**config.mk**
```make
export PLATFORM = sky130hd
export DESIGN_NAME = weight_loader
export DESIGN_NICKNAME = d
export VERILOG_FILES = /design/src/rtl/weight_loader.sv
export SDC_FILE = /design/constraint.sdc
export NUM_CORES = 1
export LEC_CHECK = 0
export CELL_PAD_IN_SITES_DETAIL_PLACEMENT = 1
export CELL_PAD_IN_SITES_GLOBAL_PLACEMENT = 1
export CORE_ASPECT_RATIO = 1.75
export CORE_MARGIN = 2
export CORE_UTILIZATION = 20
export CTS_CLUSTER_DIAMETER = 100
export CTS_CLUSTER_SIZE = 14
export DETAILED_ROUTE_END_ITERATION = 16
export PLACE_DENSITY_LB_ADDON = 0.1
export SLEW_MARGIN = 40
export SYNTH_ARGS = -nofsm -noshare
export SYNTH_HDL_FRONTEND = slang
export SYNTH_SLANG_ARGS = --single-unit
```
**constraint.sdc**
```tcl
create_clock -name clk -period 1.9 [get_ports clk]
set_clock_uncertainty 0.1 [all_clocks]
set_input_delay 0.38 -clock clk [delete_from_list [all_inputs] [get_ports clk]]
set_output_delay 0.38 -clock clk [all_outputs]
set_load 0.02 [all_outputs]
```
**src/rtl/weight_loader.sv**
```systemverilog
// weight_loader: streams one model's weight words from the shared ROM
// into the accelerator weight bank on each reload request.
module weight_loader #(
  parameter  int NUM_WORDS = 16,
  parameter  int WORD_W    = 32,
  localparam int IDX_W     = $clog2(NUM_WORDS)
) (
  input  logic              clk,
  input  logic              rst,
  input  logic              reload_weights,
  input  logic [1:0]        active_model,
  input  logic              compute_busy,
  output logic              mem_rd_en,
  output logic [IDX_W:0]    mem_addr,
  input  logic [WORD_W-1:0] mem_rdata,
  output logic              wb_wr_en,
  output logic [IDX_W-1:0]  wb_addr,
  output logic [WORD_W-1:0] wb_data,
  output logic              busy,
  output logic              weights_ready,
  output logic [1:0]        loaded_model,
  output logic              load_done,
  output logic              load_err
);

  typedef enum logic [2:0] {
    S_IDLE,
    S_WAIT,
    S_FETCH,
    S_DRAIN,
    S_DONE
  } state_t;

  state_t             r_state;
  state_t             w_next;
  logic               r_bank;
  logic [IDX_W-1:0]   r_idx;
  logic [IDX_W-1:0]   r_idx_q;
  logic               r_rd_valid;
  logic               r_ready;
  logic [1:0]         r_loaded;
  logic               r_err;
  logic               w_valid;
  logic               w_last;
  logic               w_done;
  logic [1:0]         w_model;

  assign w_valid = reload_weights &
                   ((active_model == 2'b01) |
                    (active_model == 2'b10));
  assign w_last  = (r_idx == IDX_W'(NUM_WORDS - 1));
  assign w_model = r_bank ? 2'b10 : 2'b01;

  // State register
  always_ff @(posedge clk) begin
    if (rst) r_state <= S_IDLE;
    else     r_state <= w_next;
  end

  // Next state and strobes; a valid reload overrides everything
  always_comb begin
    w_next    = r_state;
    mem_rd_en = 1'b0;
    busy      = 1'b0;
    w_done    = 1'b0;
    unique case (r_state)
      S_IDLE: ;
      S_WAIT: begin
        busy = 1'b1;
        if (!compute_busy) w_next = S_FETCH;
      end
      S_FETCH: begin
        busy      = 1'b1;
        mem_rd_en = 1'b1;
        if (w_last) w_next = S_DRAIN;
      end
      S_DRAIN: begin
        busy   = 1'b1;
        w_next = S_DONE;
      end
      S_DONE: begin
        w_done = 1'b1;
        w_next = S_IDLE;
      end
      default: w_next = S_IDLE;
    endcase
    if (w_valid) begin
      w_next = compute_busy ? S_WAIT : S_FETCH;
      w_done = 1'b0;
    end
  end

  // Index, read-valid pipe and completion status
  always_ff @(posedge clk) begin
    if (rst) begin
      r_bank     <= 1'b0;
      r_idx      <= '0;
      r_idx_q    <= '0;
      r_rd_valid <= 1'b0;
      r_ready    <= 1'b0;
      r_loaded   <= 2'b00;
      r_err      <= 1'b0;
    end else begin
      r_err      <= reload_weights & ~w_valid;
      r_rd_valid <= mem_rd_en & ~w_valid;
      r_idx_q    <= r_idx;
      if (w_valid) begin
        r_bank   <= active_model[1];
        r_idx    <= '0;
        r_ready  <= 1'b0;
        r_loaded <= 2'b00;
      end else begin
        if (mem_rd_en) r_idx <= r_idx + 1'b1;
        if (w_done) begin
          r_ready  <= 1'b1;
          r_loaded <= w_model;
        end
      end
    end
  end

  assign mem_addr      = {r_bank, r_idx};
  assign wb_wr_en      = r_rd_valid;
  assign wb_addr       = r_idx_q;
  assign wb_data       = mem_rdata;
  assign load_done     = w_done;
  assign weights_ready = r_ready | w_done;
  assign loaded_model  = w_done ? w_model : r_loaded;
  assign load_err      = r_err;

endmodule

```
==> results.toml <==
[hold_path]
min_from = "r_ready"
hp-class = "reg2reg"
holdPathEnd = "r_ready"
worstHoldPathCells = 2

[route]
wire_per_inst_um = 13.7
via_count = 676
drtIter0Drc = 16
ant_nets = 0
drc_errors = 0
vias_per_cell = 4.17
drt_wl_total_um = 2230
drt-pass1-iter-count = 3

[floorplan]
placementRows = 33
die_y_um = 95.2
core_um2 = 4620
die_w_um = 56.1
dieArea_um2 = 5340
initial_core_util_pct = 20.5
ios = 87

[clocking]
clkSinkCount = 17
cts_tree = "built"
ctsRootBufferMaster = "clkbuf_8"
clock_latency_ns = 0.26
clockBufferDepth = 2
cts-buffers-inserted = 3
cts_max_level = 1
clkTransAtPathRegs_ns = 0.07

[worst_setup_path]
arrival_ns = 1.53
crit_path_max_fanout = 4
crit_slowest_cell = "dfxtp_2"
regToRegStartpoint = "r_state[1]"
slowest_delay_ns = 0.34
startpoint_type = "register"
rr_worst_depth = 5
path_class = "reg2out"
critical_path.startpoint = "r_state[0]"
r2r-end = "r_idx[3]"
r2r_slack_ns = 0.23
required_ns = 1.42
crit_path_cell_trace = "nor3b_4 > a21boi_4 > mux2_4 > buf_6"
crit_path_end_kind = "primary output"

[finish]
area_growth_pct = 22.0
final_common_cell = "buf_4"
drive_above_1_share_pct = 32.7
final_core_util_pct = 25.1
fin_cells = 162
antenna_cells = 0
final_cell_mix = "buf_4, dfxtp_1, clkdlybuf4s50_1"
fin_nets = 150

[sta]
worst_pin_slew_ns = 0.346
slew_headroom_pct = 76.6
fin_ws_ns = -0.106
slew_viol_final = 0
tns_ns = -0.146
hold_viol = 0
timing.fmax_mhz = 498
finalCriticalPeriod_ns = 2.01
setup_viol = 2
grt_setup_unrepaired = "yes"
finalCritPeriodShare_pct = 106

[synthesis]
synth_cells = 105
synth_flop_cell = "dfxtp_1"
netlist_area_um2 = 950
ys_seq_elements = 17
synth_edf_count = 0
ys_types = 29
async_reset_ff_share_pct = 0
syn_area_per_cell_um2 = 9.04
syn_nets = 144
yosysWarningCount = 0
ys_seq_area_share_pct = 35.8

[pwr]
p_comb_share_pct = 14.9
power_density_nw_per_um2 = 665
peakVddDrop_mv = 0.263
p_clk_share_pct = 36.6
leakage_nw = 0.468
p_int_uw = 570
seqPwrFrac_pct = 48.6
power_uw = 770
power_switching_uw = 200
sw_frac_of_total_pct = 26.0

[place]
io_buffers = 22
hpwl_um = 1750
place_congestion = 0.666
dpl.cell_count = 157
place_ws_ns = -0.752

[status]
status = "finished, violations left"
failed_checks = "negative setup slack"

[job]
cap_viol_max_count = 0

[global_routing]
grt_usage_pct = 8.90
antenna_found_initial = 0
grt_max_degree = 11
grt_first_pass_wirelength_um = 3470
grt_overflow = 0
grt_pass1_vias = 729
[synthesized netlist by cell type (4+ instances only)]
cell / number / area [um2]
a21oi_1: 4 / 20.0
buf_4: 33 / 248
nor2_1: 10 / 37.5
mux2i_1: 4 / 40.0
dfxtp_1: 17 / 340
nor2b_1: 6 / 37.5
[flip-flops by register name, summed over array words and instances, names as in the netlist]
register	cells
load_err	1
r_bank	1
r_idx	4
r_loaded	2
r_ready	1
r_state	3
wb_addr	4
wb_wr_en	1
[routing by layer]
metal / global-route usage [%] / part of all wire (%) / up-vias
li1: - / - / 321
met1: 7.15 / 35 / 311
met2: 15.7 / 52 / 31
met3: 3.93 / 8.4 / 13
met4: 8.33 / 4.3 / 0
met5: 0 / 0 / -
[timing repair]
action / CTS / global route
setup endpoints to repair: 7 / 5
pin swaps: 3 / 0
setup buffers: 1 / 0
resized for setup: 35 / 4
hold buffers: 0 / 0
[worst max-delay path: cells and delay by family, from the launching register on]
family	cells	cell delay, ns
buffers and inverters	1	0.13
muxes	1	0.32
AOI/OAI and AO/OA	1	0.27
and+or+nand+nor	1	0.22
DFF	1	0.34
[logic make-up after synthesis]
group | count (synthesis) | synth area share, %
flops | 17 | 35.8
buf+inv | 38 | 28.1
xor+xnor | 3 | 2.77
mux | 5 | 5.40
compound gates | 12 | 8.17
simple gates | 29 | 18.4
fa+ha+maj | 1 | 1.32
[power groups by stage]
stage	sequential, mW	clock [mW]	combinational, mW
2_1_floorplan	0.387	0	0.145
3_3_place_gp	0.382	0	0.118
3_5_place_dp	0.383	0	0.118
4_1_cts	0.375	0.295	0.117
5_1_grt	0.376	0.306	0.124
6_report	0.374	0.281	0.115
[worst max-delay path by stage]
stage	endpoint	slack (ns)	cells after the start
after floorplan	loaded_model[1]	0.01	3
after global placement	loaded_model[1]	-0.72	5
after detailed placement	loaded_model[1]	-0.75	5
after CTS	loaded_model[1]	-0.15	4
after global routing	loaded_model[1]	-0.18	4
final	loaded_model[1]	-0.11	4
[through the flow]
step,area [um2],hold slack [ns]
6_report,1160,0.389
2_1_floorplan,967,0.333
4_1_cts,1160,0.400
3_5_place_dp,1110,0.384
3_3_place_gp,1110,0.376
5_1_grt,1160,0.438
[final cells by class]
class / instances / area (um2)
repair buffers: 36 / 320
inverters: 3 / 11.3
fillers: 555 / 3470
flip-flops and latches: 17 / 344
clock buffers: 3 / 41.3
well taps: 52 / 65.1
multi-input cells: 50 / 372
clock inverters: 1 / 5.00
Note: power is estimated with default switching activity, not from simulation.
